### src/rtl/if_stage.sv
// -----------------------------------------------------------------------------
// if_stage_pkg / if_stage
//
// Instruction-fetch stage of an RV32I 5-stage pipeline. Holds the PC, issues
// word fetches over a valid/ready request / valid response instruction-memory
// port (variable, in-order latency) and buffers returned words with their PC
// in a small in-order FIFO. The FIFO head is presented to the IF/ID register.
// An EX-stage redirect reloads the PC, clears the FIFO and marks every fetch
// still in flight as stale so its response is discarded on arrival.
//
// Ports
//   clk             in   clock, all state on rising edge
//   reset           in   asynchronous active-low reset (0 = reset)
//   imem_req_valid  out  fetch request valid
//   imem_req_ready  in   memory accepts the request this cycle
//   imem_req_addr   out  fetch address (current PC, word aligned)
//   imem_rsp_valid  in   instruction word returned (in request order)
//   imem_rsp_data   in   instruction word
//   redirect_valid  in   EX redirects fetch this cycle (taken branch / jump)
//   redirect_pc     in   new fetch PC (bits [1:0] ignored)
//   stall           in   downstream cannot take an instruction this cycle
//   outputs         out  {instr, pc, pc_plus4} of the FIFO head (NOP when empty)
//   outputs_valid   out  outputs holds a real instruction
// -----------------------------------------------------------------------------
package if_stage_pkg;

   typedef struct packed {
      logic [31:0] instr;
      logic [31:0] pc;
      logic [31:0] pc_plus4;
   } ifid_t;

   typedef struct packed {
      logic [31:0] instr;
      logic [31:0] pc;
   } fetch_entry_t;

   localparam logic [31:0] NOP_INSTR = 32'h0000_0013;  // addi x0, x0, 0

endpackage

module if_stage
   import if_stage_pkg::*;
#(
   parameter logic [31:0] RESET_PC        = 32'h0000_0000,
   parameter int unsigned FIFO_DEPTH      = 2,
   parameter int unsigned MAX_OUTSTANDING = 2
) (
   input  logic        clk,
   input  logic        reset,
   output logic        imem_req_valid,
   input  logic        imem_req_ready,
   output logic [31:0] imem_req_addr,
   input  logic        imem_rsp_valid,
   input  logic [31:0] imem_rsp_data,
   input  logic        redirect_valid,
   input  logic [31:0] redirect_pc,
   input  logic        stall,
   output ifid_t       outputs,
   output logic        outputs_valid
);

   localparam int CW = $clog2(MAX_OUTSTANDING + 1);                       // outstanding / drop counters
   localparam int IW = (MAX_OUTSTANDING > 1) ? $clog2(MAX_OUTSTANDING) : 1; // in-flight queue pointer
   localparam int FW = $clog2(FIFO_DEPTH);                                // fetch FIFO pointer

   // ---------------------------------------------------------------- state
   logic [31:0]   pc_q,          pc_d;
   logic [CW-1:0] outstanding_q, outstanding_d;
   logic [CW-1:0] drop_cnt_q,    drop_cnt_d;
   logic [IW-1:0] infl_wr_q,     infl_wr_d;
   logic [IW-1:0] infl_rd_q,     infl_rd_d;
   logic [FW-1:0] fifo_wr_q,     fifo_wr_d;
   logic [FW-1:0] fifo_rd_q,     fifo_rd_d;
   logic [FW:0]   fifo_cnt_q,    fifo_cnt_d;

   logic [31:0]   infl_mem [MAX_OUTSTANDING];
   fetch_entry_t  fifo_mem [FIFO_DEPTH];

   // ---------------------------------------------------------------- control
   logic [CW-1:0] live;
   logic          credit_ok;
   logic          accept;
   logic          fifo_push;
   logic          fifo_pop;
   logic [31:0]   popped_pc;
   fetch_entry_t  head;

   function automatic logic [IW-1:0] infl_inc(input logic [IW-1:0] p);
      // In-flight queue depth need not be a power of two, so wrap explicitly.
      return (32'(p) == MAX_OUTSTANDING - 1) ? '0 : p + IW'(1);
   endfunction

   // Fetches that will still produce a FIFO entry; stale ones are excluded.
   assign live      = outstanding_q - drop_cnt_q;
   assign credit_ok = (32'(fifo_cnt_q) + 32'(live)) < FIFO_DEPTH;

   // The request is gated by reset directly so it drops the moment reset
   // asserts, without waiting for a clock edge.
   assign imem_req_valid = reset && !redirect_valid &&
                           (32'(outstanding_q) < MAX_OUTSTANDING) && credit_ok;
   assign imem_req_addr  = pc_q;
   assign accept         = imem_req_valid && imem_req_ready;

   assign popped_pc      = infl_mem[infl_rd_q];
   assign outputs_valid  = (fifo_cnt_q != '0);

   // A redirect discards a same-cycle response and clears the FIFO, so it
   // suppresses both push and pop.
   assign fifo_push = imem_rsp_valid && (drop_cnt_q == '0) && !redirect_valid;
   assign fifo_pop  = outputs_valid && !stall && !redirect_valid;

   // NOTE: every variable assigned in an always_comb gets a default first, so
   // no path leaves it unassigned and no latch is inferred.
   always_comb begin
      pc_d          = pc_q;
      outstanding_d = outstanding_q;
      drop_cnt_d    = drop_cnt_q;
      infl_wr_d     = infl_wr_q;
      infl_rd_d     = infl_rd_q;
      fifo_wr_d     = fifo_wr_q;
      fifo_rd_d     = fifo_rd_q;
      fifo_cnt_d    = fifo_cnt_q;

      if (accept) begin
         pc_d          = pc_q + 32'd4;   // 32-bit wrap is intended
         infl_wr_d     = infl_inc(infl_wr_q);
         outstanding_d = outstanding_d + CW'(1);
      end

      if (imem_rsp_valid) begin
         infl_rd_d     = infl_inc(infl_rd_q);
         outstanding_d = outstanding_d - CW'(1);
         if (drop_cnt_q != '0) begin
            drop_cnt_d = drop_cnt_q - CW'(1);
         end
      end

      if (fifo_push) begin
         fifo_wr_d = fifo_wr_q + FW'(1);
      end
      if (fifo_pop) begin
         fifo_rd_d = fifo_rd_q + FW'(1);
      end
      case ({fifo_push, fifo_pop})
         2'b10:   fifo_cnt_d = fifo_cnt_q + (FW+1)'(1);
         2'b01:   fifo_cnt_d = fifo_cnt_q - (FW+1)'(1);
         default: fifo_cnt_d = fifo_cnt_q;
      endcase

      // Redirect overrides everything above: whatever is still in flight once
      // this cycle's response has retired is stale.
      if (redirect_valid) begin
         pc_d       = redirect_pc & ~32'h3;
         drop_cnt_d = outstanding_d;
         fifo_wr_d  = '0;
         fifo_rd_d  = '0;
         fifo_cnt_d = '0;
      end
   end

   // NOTE: sequential state is written with non-blocking assignments only, so
   // every flop samples the pre-edge value of every other flop.
   always_ff @(posedge clk or negedge reset) begin
      if (!reset) begin
         pc_q          <= RESET_PC;
         outstanding_q <= '0;
         drop_cnt_q    <= '0;
         infl_wr_q     <= '0;
         infl_rd_q     <= '0;
         fifo_wr_q     <= '0;
         fifo_rd_q     <= '0;
         fifo_cnt_q    <= '0;
      end else begin
         pc_q          <= pc_d;
         outstanding_q <= outstanding_d;
         drop_cnt_q    <= drop_cnt_d;
         infl_wr_q     <= infl_wr_d;
         infl_rd_q     <= infl_rd_d;
         fifo_wr_q     <= fifo_wr_d;
         fifo_rd_q     <= fifo_rd_d;
         fifo_cnt_q    <= fifo_cnt_d;
      end
   end

   // NOTE: storage arrays are not reset; the reset pointers and counts
   // guarantee no entry is read before it has been written.
   always_ff @(posedge clk) begin
      if (accept) begin
         infl_mem[infl_wr_q] <= pc_q;
      end
      if (fifo_push) begin
         fifo_mem[fifo_wr_q] <= '{instr: imem_rsp_data, pc: popped_pc};
      end
   end

   // ---------------------------------------------------------------- output
   always_comb begin
      head = fifo_mem[fifo_rd_q];
      if (outputs_valid) begin
         outputs = '{instr: head.instr, pc: head.pc, pc_plus4: head.pc + 32'd4};
      end else begin
         outputs = '{instr: NOP_INSTR, pc: 32'h0, pc_plus4: 32'h4};
      end
   end

   // A response with nothing outstanding is a memory protocol violation.
   rsp_without_request : assert property (
      @(posedge clk) disable iff (!reset) imem_rsp_valid |-> (outstanding_q != '0)
   );

endmodule

### config.mk
export PLATFORM = sky130hd
export DESIGN_NAME = if_stage
export DESIGN_NICKNAME = d
export VERILOG_FILES = /design/src/rtl/if_stage.sv
export SDC_FILE = /design/constraint.sdc
export NUM_CORES = 1
export LEC_CHECK = 0
export CORE_AREA = 4 4 141 143
export DETAILED_ROUTE_END_ITERATION = 10
export DIE_AREA = 0 0 145 147
export PLACE_DENSITY = 0.84
export SKIP_CTS_REPAIR_TIMING = 1
export SLEW_MARGIN = 20
export SYNTH_ARGS = -nofsm -noshare
export SYNTH_HDL_FRONTEND = slang
export SYNTH_SLANG_ARGS = --single-unit
### constraint.sdc
create_clock -name clk -period 12.6 [get_ports clk]
set_clock_uncertainty 0.2 [all_clocks]
set_input_delay 3.78 -clock clk [delete_from_list [all_inputs] [get_ports clk]]
set_output_delay 3.78 -clock clk [all_outputs]
set_load 0.005 [all_outputs]
# After elaboration in Yosys (flattened, before gate mapping)
# Memories as Yosys holds them, arrays and structs flattened.
# Index checks and enable logic that the tools add are counted.
dict set report word_totals {
  register_bits 42
  ram_bits 192
  inputBits 70
  output_inout_bits 130
  elab_cells 67
  memories 2
}
# name words word_bits rd rd_ports_with_merged_regs write_ports line_no
set mem_list {}
lappend mem_list {fifo_mem 2 64 1 0 1 78} ;# fetch_entry_t fifo_mem [FIFO_DEPTH];
lappend mem_list {infl_mem 2 32 1 0 1 77} ;# logic [31:0] infl_mem [MAX_OUTSTANDING];
dict set report classes {
  addsub 13
  order_cmp 2
  n_eq_ne 2
  n_mux 20
  reduce_logical 20
}
# operator n
set op_table {}
lappend op_table {{96-bit two-way mux} 1}
lappend op_table {{32-bit by 3-bit adder with 32-bit output, second input constant} 2}
lappend op_table {{32-bit two-way mux} 2}
lappend op_table {{2-bit nonzero test} 7}
lappend op_table {{2-bit two-way mux} 6}
lappend op_table {{1-bit two-way mux} 10}
lappend op_table {{1-bit logical AND} 8}
lappend op_table {{2-bit by 1-bit subtractor with 2-bit output, second input constant} 3}
lappend op_table {{1-bit adder, second input constant} 4}
lappend op_table {{2-bit by 1-bit adder with 2-bit output, second input constant} 2}
lappend op_table {{2-bit case mux with 2 select lines} 1}
lappend op_table {{2-bit by 2-bit adder with 3-bit output} 1}
lappend op_table {{3-bit by 2-bit less-than comparator with 1-bit output, second input constant} 1}
lappend op_table {{3-bit nonzero test} 1}
lappend op_table {{2-bit by 1-bit == test with 1-bit output, second input constant} 1}
lappend op_table {{2-bit == test, second input constant} 1}
lappend op_table {{1-bit zero test} 2}
lappend op_table {{2-bit zero test} 1}
lappend op_table {{2-bit less-than comparator, second input constant} 1}
lappend op_table {{2-bit AND reduction} 1}
lappend op_table {{2-bit subtractor} 1}

# Depth between registers and ports, before layout
dict set report logic_depth {
  ltp_word 9
  depth_mapped 12
  depth_no_buf 10
}

# Worst setup path before layout
# No wires, ideal clock.
dict set report synth_timing {
  kind {in2reg}
  start {input port imem_rsp_valid}
  end {memory fifo_mem[1][10] in the netlist's numbering, enable pin}
  setup_ns 0.571
  arrival_time_ns 8.807
  required_ns 11.829
  slack_ns 3.021
  path_stages 3
  path_buffers 1
  path_cell_list {clkbuf_1 -> nand2_1 -> nor3b_1}
}
dict set report synth_via {
  elab_chain_len 4
}
# element line_no
set synth_rtl {}
lappend synth_rtl {{from (decl)} 54} ;# input logic imem_rsp_valid,
lappend synth_rtl {{1-bit logical AND (2 in series)} 110} ;# assign fifo_push = imem_rsp_valid && (drop_cnt_q == '0) && !redirect_valid;
lappend synth_rtl {{1-bit two-way mux} 192} ;# if (fifo_push) begin
lappend synth_rtl {{1-bit two-way mux (implied by the code)} 193} ;# fifo_mem[fifo_wr_q] <= '{instr: imem_rsp_data, pc: popped_pc};
lappend synth_rtl {{to (decl)} 78}
# No other way between the ends.

# Final worst setup path
dict set report layout_timing {
  start {input port reset}
  end {output port imem_req_valid}
}
dict set report layout_via {
  elab_chain_len 3
}
# element line_no
set layout_rtl {}
lappend layout_rtl {{from (decl)} 50} ;# input logic reset,
lappend layout_rtl {{1-bit logical AND (2 in series)} 100} ;# assign imem_req_valid = reset && !redirect_valid &&
lappend layout_rtl {{1-bit logical AND} 101} ;# (32'(outstanding_q) < MAX_OUTSTANDING) && credit_ok;
lappend layout_rtl {{to (decl)} 51} ;# output logic imem_req_valid,
# No other way between the ends.

==> results_dict.tcl <==
set metrics [dict create \
    status "completed" \
    r2r_start "outstanding_q[0]$_DFF_PN0_" \
    antennaDiodeCount 0 \
    avgSynthCellArea_um2 13.1 \
    cts_buffers 23 \
    synth_top_area_share_pct 54.3 \
    pwr-share-clk_pct 31.2 \
    sw_frac_of_total_pct 26.7 \
    clock.fmax_mhz 106 \
    io_pins 200 \
    cts.clk_slew.worst_paths_ns 0.06 \
    worstSetupStartpointType "input pin" \
    min_path_cells 1 \
    synth_top_family_by_area "simple AND/OR/NAND/NOR gates" \
    hold_viol 0 \
    yosys-top-cells-area "edfxtp_1 (54%), dfrtp_1 (9.8%), mux2i_1 (5.7%), mux2_2 (3.7%), nor2_1 (3.1%)" \
    ys.flop_type "edfxtp_1" \
    hpwl_mm 15.6 \
    synthXorXnorAreaFrac_pct 2.07 \
    ys_types 63 \
    tns_ns 0 \
    seq_area_frac_synth_pct 64.2 \
    multi_input_comb_area_um2 3430 \
    stdcell_count 1216 \
    rows 50 \
    r2r_end "infl_mem[0][23]$_DFFE_PP_" \
    critPathLaunch "reset" \
    path_class "input pin to primary output" \
    synth_seq_cells 224 \
    wl_per_cell_um 18.8 \
    clock_latency_ns 0.49 \
    hold_path.startpoint "infl_wr_q$_DFFE_PN0P_" \
    power_frac_seq_pct 47.1 \
    final_nets 1041 \
    synth.area.mux_share_pct 9.72 \
    worst_pin_slew_ns 0.971 \
    gp_congestion 0.846 \
    area_growth_pct 27.7 \
    power_mw 2.03 \
    synth_enable_flop_cells 184 \
    synth_simple_gate_area_share_pct 12.8 \
    via_count 7070 \
    crit_arrival_ns 5.46 \
    antenna_found_initial 0 \
    drtIter0Drc 499 \
    synthAdderAreaFrac_pct 0.689 \
    drive_above_1_share_pct 10.1 \
    dp_cells 1175 \
    dr.pass1.iters 7 \
    grt_pass1_vias 6965 \
    syn-cell-area_um2 10200 \
    wl_mm 22.8 \
    grt_overflow 0 \
    maxCapViolations 0 \
    io_buffers 191 \
    slew_headroom_pct 35.3 \
    yosys.cell_count.top_type "edfxtp_1" \
    drv_slew 0 \
    rrSetupSlack_ns 8.98 \
    synth_common_cells "edfxtp_1 (184), nor2_1 (84), nand2_1 (73), mux2i_1 (58), dfrtp_1 (40)" \
    pre_cts_ws_ns 3.15 \
    cts.path.max_buffers 3 \
    end_kind "primary output" \
    post-route-drc-count 0 \
    critPathRequiredTime_ns 8.62 \
    fin_crit_sh_pct 74.9 \
    min_to "infl_wr_q$_DFFE_PN0P_" \
    min_path_type "flop to flop" \
    synth_compound_gate_area_share_pct 7.91 \
    die_y_um 147 \
    whs_ns 0.347 \
    setup_violations 0 \
    async_reset_ff_share_pct 17.9 \
    synth-warning-count 0 \
    grt_max_degree 74 \
    n_fill_cell 1279 \
    p_int_mw 1.49 \
    die_w_um 145 \
    critical_path.max_fanout 41 \
    root_buffer "clkbuf_16" \
    die_area_um2 21300 \
    reg2reg_depth 9 \
    fin_crit_ns 9.44 \
    routed_via_density 5.81 \
    tritoncts "done" \
    grt_setup_unrepaired "false" \
    vdd_drop_max_mv 0.0939 \
    power.density_nw_per_um2 156 \
    track_usage_pct 20.9 \
    setup_slack_ns 3.16 \
    core_area_um2 18600 \
    grt_pass1_wl_mm 36.6 \
    synth_top_cell_by_area "edfxtp_1" \
    netSwitchingPower_mw 0.540 \
    start_util_pct 54.7 \
    netlist_instances 775 \
    cts_sinks 224 \
    h-tree-depth 1 \
    power_leakage_nw 4.32 \
    ff_latch_area_um2 6530 \
    combPwrFrac_pct 21.7 \
    final_antenna_net_count 0 \
]
through the flow:
stage	cell area (um2)	utilization, %
final	13000	69.9
after detailed placement	12300	66.1
after global placement	12300	66.1
after floorplan	10200	-
after global routing	13000	69.9
after CTS	13000	69.9
critical path, cell delays in order:
cell and delay, ns:
buf_2 0.72, nand4b_4 0.27, nor2_1 0.15, clkdlybuf4s50_1 0.51
flip-flops by register name, indices dropped and copies added (netlist names):
name	flops
infl_rd_q	1
imem_req_addr	30
fifo_rd_q	1
infl_mem	60
fifo_wr_q	1
drop_cnt_q	2
fifo_mem	124
infl_wr_q	1
fifo_cnt_q	2
outstanding_q	2
routing by layer:
layer  share of wire, %  global-route usage [%]  vias up  routed length (um)
li1                   -                       -     3313                   -
met1                 44                    29.8     3400               10000
met2                 47                    33.8      323               10700
met3                7.9                    4.32       34                1810
met4                1.5                    4.47        0                 335
met5                  0                       0        -                   0
power by group through the flow:
stage	sequential [mW]	clock, mW	combinational [mW]
2_1_floorplan	0.945	0	0.263
3_3_place_gp	0.962	0	0.429
3_5_place_dp	0.968	0	0.439
4_1_cts	0.953	0.648	0.443
5_1_grt	0.963	0.680	0.481
6_report	0.953	0.632	0.441
kinds of logic (layout without fill, tap and decap cells):
| group | Yosys count | after routing |
|---|---|---|
| simple gates | 262 | 262 |
| fa+ha+maj | 5 | 5 |
| flops | 224 | 224 |
| xor+xnor | 24 | 24 |
| other cells | 1 | 6 |
| mux | 94 | 94 |
| compound gates | 111 | 111 |
| buf+inv | 54 | 256 |
placed cells by master (no fill, tap or decap), types with 11 or more instances in the layout:
cell type,instances
o211ai_1,11
dfrtp_1,39
nor2_1,82
clkdlybuf4s50_1,190
edfxtp_1,184
nand3_1,36
xor2_1,11
inv_1,13
mux2_2,33
clkbuf_1,11
mux2i_1,58
o311ai_0,19
nand2_1,73
xnor2_1,13
a21oi_1,16
nand4_1,18
o21ai_0,30
clkbuf_16,23
final cells by class:
cell class,count,area share (%)
Timing Repair Buffer,201,15.3
Clock inverter,5,0.434
Clock buffer,36,4.96
Sequential cell,224,50.3
Tap cell,234,2.25
Multi-Input combinational cell,502,26.4
Inverter,14,0.405
worst max path at each step:
stage | cells after the start | slack [ns] | endpoint
CTS | 4 | 3.13 | imem_req_valid
detailed placement | 4 | 3.15 | imem_req_valid
floorplan | 3 | 3.02 | fifo_mem[1][10]$_DFFE_PP_
global placement | 4 | 3.13 | imem_req_valid
global route | 4 | 2.93 | imem_req_valid
finish | 4 | 3.16 | imem_req_valid
(Power assumes the default switching activity.)
